`src/rtl/uart_rx_pkg.sv`:
```
// uart_rx_pkg: shared types and constants for the oversampling UART receiver.
package uart_rx_pkg;
    typedef enum logic [1:0] {PAR_NONE, PAR_ODD, PAR_EVEN, PAR_NONE2} parity_e;
    typedef enum logic [2:0] {IDLE, START, DATA, PARITY, STOP1, STOP2} rx_state_e;
    localparam int ERR_PAR = 0;
    localparam int ERR_FRM = 1;
    localparam int ERR_BRK = 2;
    localparam int OS_DEFAULT = 16;
endpackage

```
`src/rtl/uart_rx_fifo.sv`:
```
// uart_rx_fifo: synchronous FIFO; a pop frees a slot for a same-cycle push, head reads 0 while empty.
module uart_rx_fifo #(
    parameter int WIDTH = 12,
    parameter int DEPTH = 4
) (
    input  logic             clk,
    input  logic             rst,
    input  logic             push,
    input  logic [WIDTH-1:0] din,
    input  logic             pop,
    output logic [WIDTH-1:0] dout,
    output logic             empty,
    output logic             dropped
);
    localparam int AW = $clog2(DEPTH);
    logic [WIDTH-1:0] mem [DEPTH];
    logic [AW-1:0] wr_ptr, rd_ptr;
    logic [AW:0] count;
    logic full, do_push, do_pop;
    assign full = count == (AW+1)'(DEPTH);
    assign empty = count == '0;
    assign do_pop = pop && !empty;
    assign do_push = push && (!full || do_pop);
    assign dropped = push && !do_push;
    assign dout = empty ? '0 : mem[rd_ptr];
    always_ff @(posedge clk or posedge rst) begin
        if (rst) begin
            wr_ptr <= '0;
            rd_ptr <= '0;
            count <= '0;
        end else begin
            if (do_push) wr_ptr <= wr_ptr + 1'b1;
            if (do_pop) rd_ptr <= rd_ptr + 1'b1;
            count <= count + (AW+1)'(do_push) - (AW+1)'(do_pop);
        end
    end
    always_ff @(posedge clk)
        if (do_push) mem[wr_ptr] <= din;
endmodule

```
`src/rtl/uart_rx_os.sv`:
```
// uart_rx_os: oversampling UART receiver with majority voting, runtime framing config
// and a frame FIFO carrying per-frame parity/framing/break flags.
module uart_rx_os import uart_rx_pkg::*; #(
    parameter int OS = OS_DEFAULT,
    parameter int DIV_W = 16,
    parameter int DATA_MAX = 9,
    parameter int FIFO_DEPTH = 4
) (
    input  logic                clk,
    input  logic                rst,
    input  logic                rx_in,
    input  logic [DIV_W-1:0]    baud_div,
    input  logic [3:0]          data_bits,
    input  logic [1:0]          parity_type,
    input  logic                stop_bits,
    output logic [DATA_MAX-1:0] rx_data,
    output logic [2:0]          rx_err,
    output logic                rx_valid,
    input  logic                rx_ready,
    output logic                overrun,
    input  logic                overrun_clr,
    output logic                busy
);
    localparam int OW = $clog2(OS);
    rx_state_e state, nxt;
    parity_e cfg_par;
    logic s1, s2, prev;
    logic [DIV_W-1:0] div_cnt;
    logic [OW-1:0] os_cnt;
    logic [3:0] cfg_bits, bit_idx, bits_c;
    logic cfg_stop2, v0, v1, perr, ferr, stop_hi, par_zero;
    logic [DATA_MAX-1:0] data_r;
    logic tick, start_det, at_vote, at_end, vote, par_en, push, empty, dropped;
    logic [2:0] err_p;
    logic [DATA_MAX+2:0] head;

    assign bits_c = data_bits < 4'd5 ? 4'd5 : data_bits > 4'(DATA_MAX) ? 4'(DATA_MAX) : data_bits;
    assign tick = div_cnt == '0;
    assign start_det = state == IDLE && prev && !s2;
    assign at_vote = tick && os_cnt == OW'(OS/2+1);
    assign at_end = tick && os_cnt == OW'(OS-1);
    assign vote = (v0 & v1) | (v0 & s2) | (v1 & s2);
    assign par_en = cfg_par == PAR_ODD || cfg_par == PAR_EVEN;
    assign busy = state != IDLE;
    assign rx_valid = !empty;
    assign rx_data = head[DATA_MAX-1:0];
    assign rx_err = head[DATA_MAX+2:DATA_MAX];

    always_ff @(posedge clk or posedge rst) begin
        if (rst) {s1, s2, prev} <= 3'b111;
        else {s1, s2, prev} <= {rx_in, s1, s2};
    end

    // Both counters restart on the start edge so bit sampling is phase-locked to it.
    always_ff @(posedge clk or posedge rst) begin
        if (rst) begin
            div_cnt <= '0;
            os_cnt <= '0;
        end else if (start_det) begin
            div_cnt <= baud_div;
            os_cnt <= '0;
        end else begin
            div_cnt <= tick ? baud_div : div_cnt - 1'b1;
            if (tick) os_cnt <= os_cnt == OW'(OS-1) ? '0 : os_cnt + 1'b1;
        end
    end

    always_ff @(posedge clk or posedge rst) begin
        if (rst) state <= IDLE;
        else state <= nxt;
    end

    // Frames are pushed at the last stop vote so a following start edge is never missed.
    always_comb begin
        nxt = state;
        push = 1'b0;
        case (state)
            IDLE:   nxt = start_det ? START : IDLE;
            START:  nxt = at_vote && vote ? IDLE : at_end ? DATA : START;
            DATA:   nxt = at_end && bit_idx == cfg_bits ? (par_en ? PARITY : STOP1) : DATA;
            PARITY: nxt = at_end ? STOP1 : PARITY;
            STOP1: begin
                push = at_vote && !cfg_stop2;
                nxt = push ? IDLE : at_end ? STOP2 : STOP1;
            end
            STOP2: begin
                push = at_vote;
                nxt = push ? IDLE : STOP2;
            end
            default: nxt = IDLE;
        endcase
    end

    always_comb begin
        err_p = '0;
        err_p[ERR_PAR] = perr;
        err_p[ERR_FRM] = ferr | !vote;
        err_p[ERR_BRK] = data_r == '0 && par_zero && !(stop_hi | vote);
    end

    always_ff @(posedge clk or posedge rst) begin
        if (rst) begin
            cfg_bits <= '0;
            cfg_par <= PAR_NONE;
            cfg_stop2 <= 1'b0;
            data_r <= '0;
            bit_idx <= '0;
            v0 <= 1'b1;
            v1 <= 1'b1;
            perr <= 1'b0;
            ferr <= 1'b0;
            stop_hi <= 1'b0;
            par_zero <= 1'b1;
        end else begin
            if (start_det) begin
                cfg_bits <= bits_c;
                cfg_par <= parity_e'(parity_type);
                cfg_stop2 <= stop_bits;
                data_r <= '0;
                bit_idx <= '0;
                perr <= 1'b0;
                ferr <= 1'b0;
                stop_hi <= 1'b0;
                par_zero <= 1'b1;
            end
            if (tick && os_cnt == OW'(OS/2-1)) v0 <= s2;
            if (tick && os_cnt == OW'(OS/2)) v1 <= s2;
            if (at_vote) begin
                case (state)
                    DATA: begin
                        data_r[bit_idx] <= vote;
                        bit_idx <= bit_idx + 1'b1;
                    end
                    PARITY: begin
                        perr <= vote != (^data_r ^ (cfg_par == PAR_ODD));
                        par_zero <= !vote;
                    end
                    STOP1, STOP2: begin
                        ferr <= ferr | !vote;
                        stop_hi <= stop_hi | vote;
                    end
                    default: ;
                endcase
            end
        end
    end

    always_ff @(posedge clk or posedge rst) begin
        if (rst) overrun <= 1'b0;
        else if (dropped) overrun <= 1'b1;
        else if (overrun_clr) overrun <= 1'b0;
    end

    uart_rx_fifo #(.WIDTH(DATA_MAX+3), .DEPTH(FIFO_DEPTH)) u_fifo (
        .clk(clk),
        .rst(rst),
        .push(push),
        .din({err_p, data_r}),
        .pop(rx_ready),
        .dout(head),
        .empty(empty),
        .dropped(dropped)
    );
endmodule

```
`config.mk`:
```
export PLATFORM = sky130hd
export DESIGN_NAME = uart_rx_os
export DESIGN_NICKNAME = d
export VERILOG_FILES = /design/src/rtl/uart_rx_pkg.sv /design/src/rtl/uart_rx_fifo.sv /design/src/rtl/uart_rx_os.sv
export SDC_FILE = /design/constraint.sdc
export NUM_CORES = 1
export LEC_CHECK = 0
export ABC_AREA = 1
export ABC_CLOCK_PERIOD_IN_PS = 2500
export CAP_MARGIN = 20
export CORE_MARGIN = 3
export CORE_UTILIZATION = 58
export DETAILED_ROUTE_END_ITERATION = 12
export MAX_ROUTING_LAYER = met4
export PLACE_DENSITY = 0.79
export SETUP_SLACK_MARGIN = 0.4
export SYNTH_ARGS = -nofsm -noshare
export SYNTH_HDL_FRONTEND = slang
export SYNTH_SLANG_ARGS = --single-unit
```
`constraint.sdc`:
```
create_clock -name clk -period 2.5 [get_ports clk]
set_input_delay 0.5 -clock clk [delete_from_list [all_inputs] [get_ports clk]]
set_output_delay 0.5 -clock clk [all_outputs]
set_load 0.1 [all_outputs]
```
==> flow_summary.toml <==
[status]
outcome = "completed"

[clock_network]
cts_max_path_buffers = 2
cts-root-buf = "clkbuf_8"
cts_tree = "built"
cts_sinks = 108
htreeDepth = 3
clkLatencyLatePin_ps = 380
clkSlewWorstSetupHoldPaths_ps = 110
cts-buffers-inserted = 9

[route]
wl_per_cell_um = 15.7
drc = 0
ant_nets = 0
totalWireLength_um = 12300
first_pass_iters = 4
via_per_inst = 5.48
drtIter0Drc = 240
vias = 4278

[logic_synthesis]
async_reset_ff_share_pct = 55.6
synth-xor-area-share_pct = 3.73
synth_seq_cells = 108
syn_avg_cell_area_um2 = 9.16
yosys.area_share.simple_pct = 22.5
muxShareOfSynthArea_pct = 0.185
ys_types = 38
syn_nets = 638
synth_edf_count = 48
netlist_instances = 590
synth_area_um2 = 5410
synth_flop_cell = "dfrtp_1"
synth_top_family_by_area = "simple AND/OR/NAND/NOR gates"
synthAdderAreaFrac_pct = 4.77
yosysWarnings = 0
yosysSeqAreaShare_pct = 54.6
synth_compound_area_share_pct = 7.85

[worst_setup_path]
required_ps = 2000
endpoint_kind = "primary output"
slowest_stage = "dfrtp_1"
critPathMaxStageDelay_ps = 400
crit_top_cell = "buf_12"
critPathKind = "reg2out"
crit_chain = "clkinvlp_4, buf_12, nor2_1, o21ai_1, a21oi_4, buf_12"
arrival_ps = 1700
crit_buf_inv = 3
critPathMaxFanout = 13
setup.worst_path.start_class = "flop"
crit_family = "buffers and inverters"

[global_routing]
grt_pass1_vias = 4170
grt_first_pass_wirelength_um = 19400
grt-ovfl-total = 0
grt_usage_pct = 24.5
grt_max_degree = 29
antenna_found_initial = 0

[sta]
rsz0062_at_grt = "true"
tightest_slew_ps = 508
tns_ps = 0
drv_slew = 0
fmax_ghz = 0.454
finClkSkew_ps = 17.2
relSlewSlack_pct = 65.9
period_needed_ps = 2200
setup_viol_count_final = 0
hold_violations = 0
period_share_pct = 88.1

[power]
combPwrFrac_pct = 52.9
leakage_nw = 2.90
intPower_mw = 3.86
p_sw_share_pct = 44.6
clock_power_share_pct = 14.3
ir_drop_mv = 0.870
seqPwrFrac_pct = 32.8
p_per_area_nw_per_um2 = 1020
switchingPower_mw = 3.11

[placed_design]
dp_hpwl_um = 8240
placed_cell_area_um2 = 6300
place_congestion = 0.898
numPortBuffers = 42

[final_layout]
syn2layout_area_growth_pct = 26.5
fin_util_pct = 76.9
nets = 716
final_area_um2 = 6840
num-fill-cells = 576
antenna_cells = 0
drive_gt1_share_pct = 21.0

[die]
die_y_um = 103
die-area_um2 = 10500
dieWidth_um = 103
core_area_um2 = 8890
rows = 34
ios = 43
initial_core_util_pct = 60.8

[hold_path]
hold_path.class = "reg2reg"

[run]
drv_cap = 0
[layout by cell type, fill, tap and decap left out, types with 10 or more instances in the layout]
cell type and n:
buf_12 17, a21oi_4 12, nor2_4 11, buf_4 29, dfrtp_1 52, edfxtp_1 48
o21ai_0 34, clkdlybuf4s50_1 27, o21ai_1 21, ha_1 17, inv_1 56, nand4_1 11
a21oi_1 12, nand3_1 35, nor2_1 85, nand2_1 96, inv_2 10, xor2_1 13
[cells in the mapped netlist (all sizes together), types with 4 or more instances]
master,n,area [um2]
nor2,106,457
nand2,100,383
inv,72,278
o21ai,56,284
dfrtp,54,1350
edfxtp,48,1440
nand3,35,175
a21oi,24,120
ha,19,238
nand4,13,111
xor2,13,114
xnor2,10,87.6
nor3,8,40.0
clkbuf,7,26.3
buf,6,40.0
dfstp,6,158
or2,4,25.0
[worst reg2reg max path, cell delays in order, from the launching register on]
cell and delay (ps):
dfrtp_1 410, inv_2 80, ha_1 140, inv_1 60, nor2_4 110, nand4_4 130
nor2_4 190, nand2_4 70, inv_4 60, ha_4 110, inv_2 30, fa_2 350
xnor2_2 150, xor2_1 160
[kinds of logic (layout without fill, tap and decap cells)]
group	Yosys count	count (layout)
AND/OR/NAND/NOR	270	270
multiplexers	1	1
AO/OA/AOI/OAI	83	83
flip-flops	108	108
buffers and inverters	85	168
XOR/XNOR	23	23
adder cells (fa/ha/maj)	20	20
[worst paths after layout]
path,endpoint,depth (start not counted),startpoint,slack [ps]
worst min register to register,s2$_DFF_PP1_,0,s1$_DFF_PP1_,370
worst max register to register,u_fifo.count[2]$_DFF_PP0_,13,os_cnt[1]$_DFFE_PP0P_,350
worst min-delay path,s2$_DFF_PP1_,0,s1$_DFF_PP1_,370
worst max-delay path,rx_data[5],6,u_fifo.rd_ptr[1]$_DFFE_PP0P_,300
max in group asynchronous,v0$_DFFE_PP1P_,3,rst,1520
min in group asynchronous,u_fifo.count[1]$_DFF_PP0_,2,rst,430
[registers in the layout (all words and copies together), names as in the netlist, 2 cells and up]
| name | count |
|---|---|
| bit_idx | 4 |
| u_fifo.count | 3 |
| u_fifo.rd_ptr | 2 |
| state | 3 |
| os_cnt | 4 |
| cfg_bits | 4 |
| u_fifo.mem | 48 |
| u_fifo.wr_ptr | 2 |
| cfg_par | 2 |
| div_cnt | 16 |
| data_r | 9 |
[power by group through the flow]
stage               Combinational, mW  Sequential [mW]  Clock [mW]
finish                           3.69             2.29       0.995
global route                     3.93             2.31        1.08
CTS                              3.55             2.28        1.01
detailed placement               3.38             2.29           0
global placement                 3.30             2.28           0
floorplan                        2.42             2.25           0
[final cells by class]
class,instances,area [um2],share of cell area [%]
inverter,72,292,4.26
timing repair buffer,80,907,13.3
clock buffer,9,124,1.81
clock inverter,7,57.6,0.842
sequential,108,2950,43.2
tap,108,135,1.98
multi-input combinational,397,2370,34.6
[stage by stage]
stage | cells | worst slack [ps] | hold WS [ps] | total power [mW]
after floorplan | 590 | 276 | 345 | 4.67
after global placement | 738 | 165 | 349 | 5.58
after detailed placement | 738 | 77.8 | 348 | 5.67
after CTS | 765 | 311 | 367 | 6.84
after global routing | 781 | 183 | 370 | 7.32
final | 781 | 298 | 368 | 6.97
[per-layer routing]
layer	vias up	wire length [um]	global-route usage (%)
met4	0	246	7.06
met3	24	558	4.80
met2	115	6480	41.8
li1	2082	-	-
met1	2057	5000	29.6
met5	-	0	-
[what timing repair did]
action | CTS | global route
cloned | 0 | 3
resized for setup | 31 | 30
buffers inserted | 11 | 13
endpoints found under the setup margin | 14 | 66
hold buffers | 0 | 0
pin swaps | 11 | 8
Power figures use the tool's default switching activity.
==> RTL change 1, RTL diff (config.mk and constraints unchanged) <==
The 6 states of `rx_state_e` get a one-hot encoding in 6 bits.
--- a/src/rtl/uart_rx_pkg.sv
+++ b/src/rtl/uart_rx_pkg.sv
@@ -2,5 +2,5 @@
 package uart_rx_pkg;
     typedef enum logic [1:0] {PAR_NONE, PAR_ODD, PAR_EVEN, PAR_NONE2} parity_e;
-    typedef enum logic [2:0] {IDLE, START, DATA, PARITY, STOP1, STOP2} rx_state_e;
+    typedef enum logic [5:0] {IDLE = 6'b000001, START = 6'b000010, DATA = 6'b000100, PARITY = 6'b001000, STOP1 = 6'b010000, STOP2 = 6'b100000} rx_state_e;
     localparam int ERR_PAR = 0;
     localparam int ERR_FRM = 1;
Behaviour: same outputs for any inputs over 10 cycles, from zero or initial values and one cycle with rst high; not proved beyond that.
==> RTL change 1 against the unedited design <==
Worst setup slack got worse by 0.075 ns; non-clock buffer count decreased by 10; largest cell class unchanged; die area up 4.0%; sequential cell count grew 3; area after synthesis is 4.2% higher; cell area rose by 4.0%; critical endpoint is now rx_err[1]; wire length is 8.4% higher; highest routed layer unchanged; power increased by 11%.
==> RTL change 1: results (changes against the unedited design) <==
[outcome]
status = completed

[layout]
final_net_count = 741  ; +3.5%
signal_buffer_area_fraction_pct = 12.30  ; -0.97 points
clock_cell_area_share_pct = 2.726  ; +0.073 points
share_of_cell_area_taken_by_flip_flops_and_latches_pct = 42.59  ; -0.61 points
multi_input_comb_cells = 427  ; +7.6%
synthToLayoutAreaGrowth_pct = 26.25
inverters_excl_clock = 74  ; +2.8%
num-nonclk-buffers = 70  ; -13%
final_cell_count_no_fill = 827  ; +5.9%
fraction_of_final_layout_cells_sized_beyond_drive_strength_1_pct = 24.36  ; +3.4 points
num-fill-cells = 628  ; +9.0%

[grt]
global_route.usage.met1_pct = 30.48  ; +0.84 points
grt_pass1_wl_microns = 20980  ; +8.3%
grt_start_max_net_pins = 64  ; +120%
met2_usage_pct = 42.39  ; +0.63 points
first_global_vias = 4353  ; +4.4%
grtUsageMet3_pct = 2.903  ; -1.9 points

[synth]
synth_compound_area_share_pct = 7.906  ; +0.060 points
synth_cells = 628  ; +6.4%
xor_xnor_portion_of_the_synthesized_cell_area_pct = 4.353  ; +0.63 points
synth-seq-area-share_pct = 53.72  ; -0.85 points
adder_and_majority_gate_portion_of_the_synthesized_area_pct = 4.575  ; -0.19 points
ys_types = 35  ; -7.9%
synth_top_cells_by_count = nand2_1 (121), nor2_1 (98), inv_1 (64), dfrtp_1 (56), edfxtp_1 (48)
synth_nets = 676  ; +6.0%
ys_async_sr_fraction_pct = 56.76  ; +1.2 points
yosys-mux-area-fraction_pct = 0  ; -0.19 points
synthTopCellsByArea = edfxtp_1 (26%), dfrtp_1 (25%), nand2_1 (8.1%), nor2_1 (6.5%), inv_1 (4.3%)
ys_seq_elements = 111  ; +2.8%

[place]
placed_cell_area_sq_mm = 0.006480  ; +2.9%
dp_worst_setup_slack_ns = 0.1823  ; +0.1045 ns
hpwlAfterDp_microns = 8068  ; -2.1%
place_inst = 792  ; +7.3%
place_congestion = 0.8133  ; -9.4%

[detailed_routing]
final_routed_wire_length_divided_by_cell_count_microns = 16.10  ; +2.3%
wl_met2_microns = 6981  ; +7.7%
first_iter_violations = 232  ; -3.3%
met3RoutedLength_microns = 628  ; +13%
drt_first_pass_iters = 5  ; +1

[sta]
hold_ws_ns = 0.3597  ; -0.008018 ns
final.min_clock_period_ns = 2.277  ; +0.07503 ns
fin_worst_skew_ns = 0.02175  ; +0.004521 ns
relSlewSlack_pct = 50.66  ; -15 points

[power]
power.switching_fraction_pct = 46.06  ; +1.5 points
static-leakage-power_uw = 0.002957  ; +2.1%

[setup_path]
worst-endpoint-arrival_ns = 1.78  ; +0.08 ns
rr_startpoint = div_cnt[0]$_DFF_PP0_
reg2reg_depth = 8  ; -5
worst_setup_path_startpoint = u_fifo.rd_ptr[0]$_DFFE_PP0P_
cp_slowest_cell = dfrtp_2
cp_max_fo = 6  ; -7

[cts]
postCtsSetupRepairBufs = 9  ; -2
cts-resized-gates = 69  ; +120%

[min_path]
timing.hold.worst.start = s2$_DFF_PP1_

-- RTL change 1: changes by cell type after synthesis, sizes merged, moves of 5 or more --
| cell | unedited run | this run |
|---|---|---|
| nor3 | 8 | 1 |
| a21oi | 24 | 19 |
| xnor2 | 10 | 18 |
| nand2 | 100 | 124 |
| nor2 | 106 | 118 |
-- RTL change 1: path summary, 6_finish.rpt --
kind / endpoint
max: rx_err[1]
max reg2reg: u_fifo.wr_ptr[1]$_DFFE_PP0P_
min in group asynchronous: u_fifo.count[2]$_DFF_PP0_
max in group asynchronous: v1$_DFFE_PP1P_
min reg2reg: prev$_DFF_PP1_
min: prev$_DFF_PP1_
-- RTL change 1: power groups by stage --
stage / Combinational, uW / Clock, uW / Sequential, uW
floorplan: 2660 / 0 / 2350
global placement: 3510 / 0 / 2420
detailed placement: 3580 / 0 / 2420
CTS: 4080 / 1090 / 2370
global route: 4550 / 1170 / 2420
finish: 4300 / 1080 / 2390
==> RTL change 2, RTL diff (same settings) <==
Made on the original files. The parameter `DIV_W` goes from 16 to 18.
--- a/src/rtl/uart_rx_os.sv
+++ b/src/rtl/uart_rx_os.sv
@@ -3,5 +3,5 @@
 module uart_rx_os import uart_rx_pkg::*; #(
     parameter int OS = OS_DEFAULT,
-    parameter int DIV_W = 16,
+    parameter int DIV_W = 18,
     parameter int DATA_MAX = 9,
     parameter int FIFO_DEPTH = 4
Ports: changed (resized baud_div); port bits go from 43 to 45. No check against the original RTL was run, so the function may have changed too.
==> RTL change 2 against the unedited design <==
Cell area is 4.9% higher; power rose by 8.0%; wire length grew 3.8%; worst setup slack worse by 0.013 ns; sequential cell count grew 2; area after synthesis grew 4.8%; register-to-register slack improved by 0.09 ns; combinational power grew 9.8%; highest routed layer unchanged.
==> RTL change 2: results (changes against the unedited design) <==
[detailed_routing]
final_routed_wire_length_divided_by_cell_count_microns = 15.59  ; -0.88%
first_iter_violations = 249  ; +3.8%
drt_first_pass_iters = 4  ; unchanged
route.detailed.vias_per_inst = 5.449  ; -0.53%

[synth]
ys_async_sr_fraction_pct = 56.36  ; +0.81 points
ys_types = 40  ; +5.3%
synth_top_cells_by_count = nor2_1 (101), nand2_1 (93), inv_1 (64), dfrtp_1 (56), edfxtp_1 (48)
synthTopCellsByArea = edfxtp_1 (25%), dfrtp_1 (25%), nor2_1 (6.7%), nand2_1 (6.2%), inv_1 (4.2%)
adder_and_majority_gate_portion_of_the_synthesized_area_pct = 4.549  ; -0.22 points
yosys-mux-area-fraction_pct = 0  ; -0.19 points
synth-seq-area-share_pct = 52.96  ; -1.6 points
synth_nets = 664  ; +4.1%

[grt]
global_route.usage.met1_pct = 29.60  ; -0.049 points
grtUsageMet3_pct = 3.212  ; -1.6 points
first_global_vias = 4394  ; +5.4%
grt_start_max_net_pins = 63  ; +120%
grt_pass1_wl_microns = 20740  ; +7.1%

[layout]
fraction_of_final_layout_cells_sized_beyond_drive_strength_1_pct = 23.95  ; +3.0 points
final_net_count = 734  ; +2.5%

[sta]
relSlewSlack_pct = 53.23  ; -13 points
fin_worst_skew_ns = 0.01329  ; -0.003944 ns

[place]
place_congestion = 0.8722  ; -2.8%
placed_cell_area_sq_mm = 0.006589  ; +4.7%
io_buffer_count = 44  ; +4.8%

[min_path]
min_path_type = reg2reg

[outcome]
status = completed

[setup_path]
cp_max_fo = 7  ; -6
cp_slowest_cell = dfrtp_2

[power]
static-leakage-power_uw = 0.003005  ; +3.7%
vdd_ir_drop_max_uv = 988.0  ; +14%

==> RTL change 2: final timing paths <==
check | start | to | slack, ns | cells after the start
setup reg to reg | div_cnt[0]$_DFF_PP0_ | u_fifo.mem[1][9]$_DFFE_PP_ | 0.44 | 12
min in group asynchronous | rst | bit_idx[3]$_DFF_PP0_ | 0.49 | 3
hold reg to reg | s1$_DFF_PP1_ | s2$_DFF_PP1_ | 0.37 | 0
setup / recovery | u_fifo.rd_ptr[0]$_DFFE_PP0P_ | rx_err[2] | 0.29 | 7
max in group asynchronous | rst | par_zero$_DFF_PP1_ | 1.69 | 3
hold / removal | s1$_DFF_PP1_ | s2$_DFF_PP1_ | 0.37 | 0
==> RTL change 2: kinds of logic (layout without fill, tap and decap cells) <==
kind of cell             after synthesis  after routing
AND/OR/NAND/NOR                      276            276
flip-flops                           110            110
AO/OA/AOI/OAI                         95             95
buffers and inverters                 89            164
XOR/XNOR                              24             24
adder cells (fa/ha/maj)               20             20
==> RTL change 2: stage by stage <==
step           setup slack, ns  hold WS, ns  utilization [%]  instances  power (uW)
2_1_floorplan           0.4086       0.3452                -        614        4884
3_3_place_gp            0.1997       0.3472            70.31        783        5804
3_5_place_dp            0.1163       0.3516            70.31        783        5937
4_1_cts                 0.2986       0.3678            75.05        814        7362
5_1_grt                 0.2007       0.3752            76.56        818        7871
6_report                0.2854       0.3682            76.56        818        7533
==> RTL change 2: per-layer routing <==
metal / vias to the layer above / share of wire, %
met1: 2155 / 41
met2: 127 / 52
met3: 23 / 4.9
li1: 2152 / -
met5: - / 0
met4: 0 / 2.3
==> RTL change 2: repair_timing <==
item,4_1_cts,5_1_grt
cloned,4,1
buffers inserted,11,3
endpoints found under the setup margin,61,76
resized for setup,57,33
pin swaps,9,17
hold buffers,0,0
==> RTL change 2: cell type report <==
class | count | area [sq um]
sequential | 110 | 3002
multi-input combinational | 415 | 2628
fill | 624 | 2197
timing repair buffer | 78 | 897.1
inverter | 70 | 276.5
tap | 129 | 161.4
clock buffer | 9 | 123.9
clock inverter | 7 | 86.33
==> RTL change 2: power by group <==
group / total [uW] / switching, uW / internal [uW]
clock network: 1120 / 638 / 486
logic: 4050 / 2520 / 1530
registers: 2360 / 237 / 2120
total: 7530 / 3400 / 4140
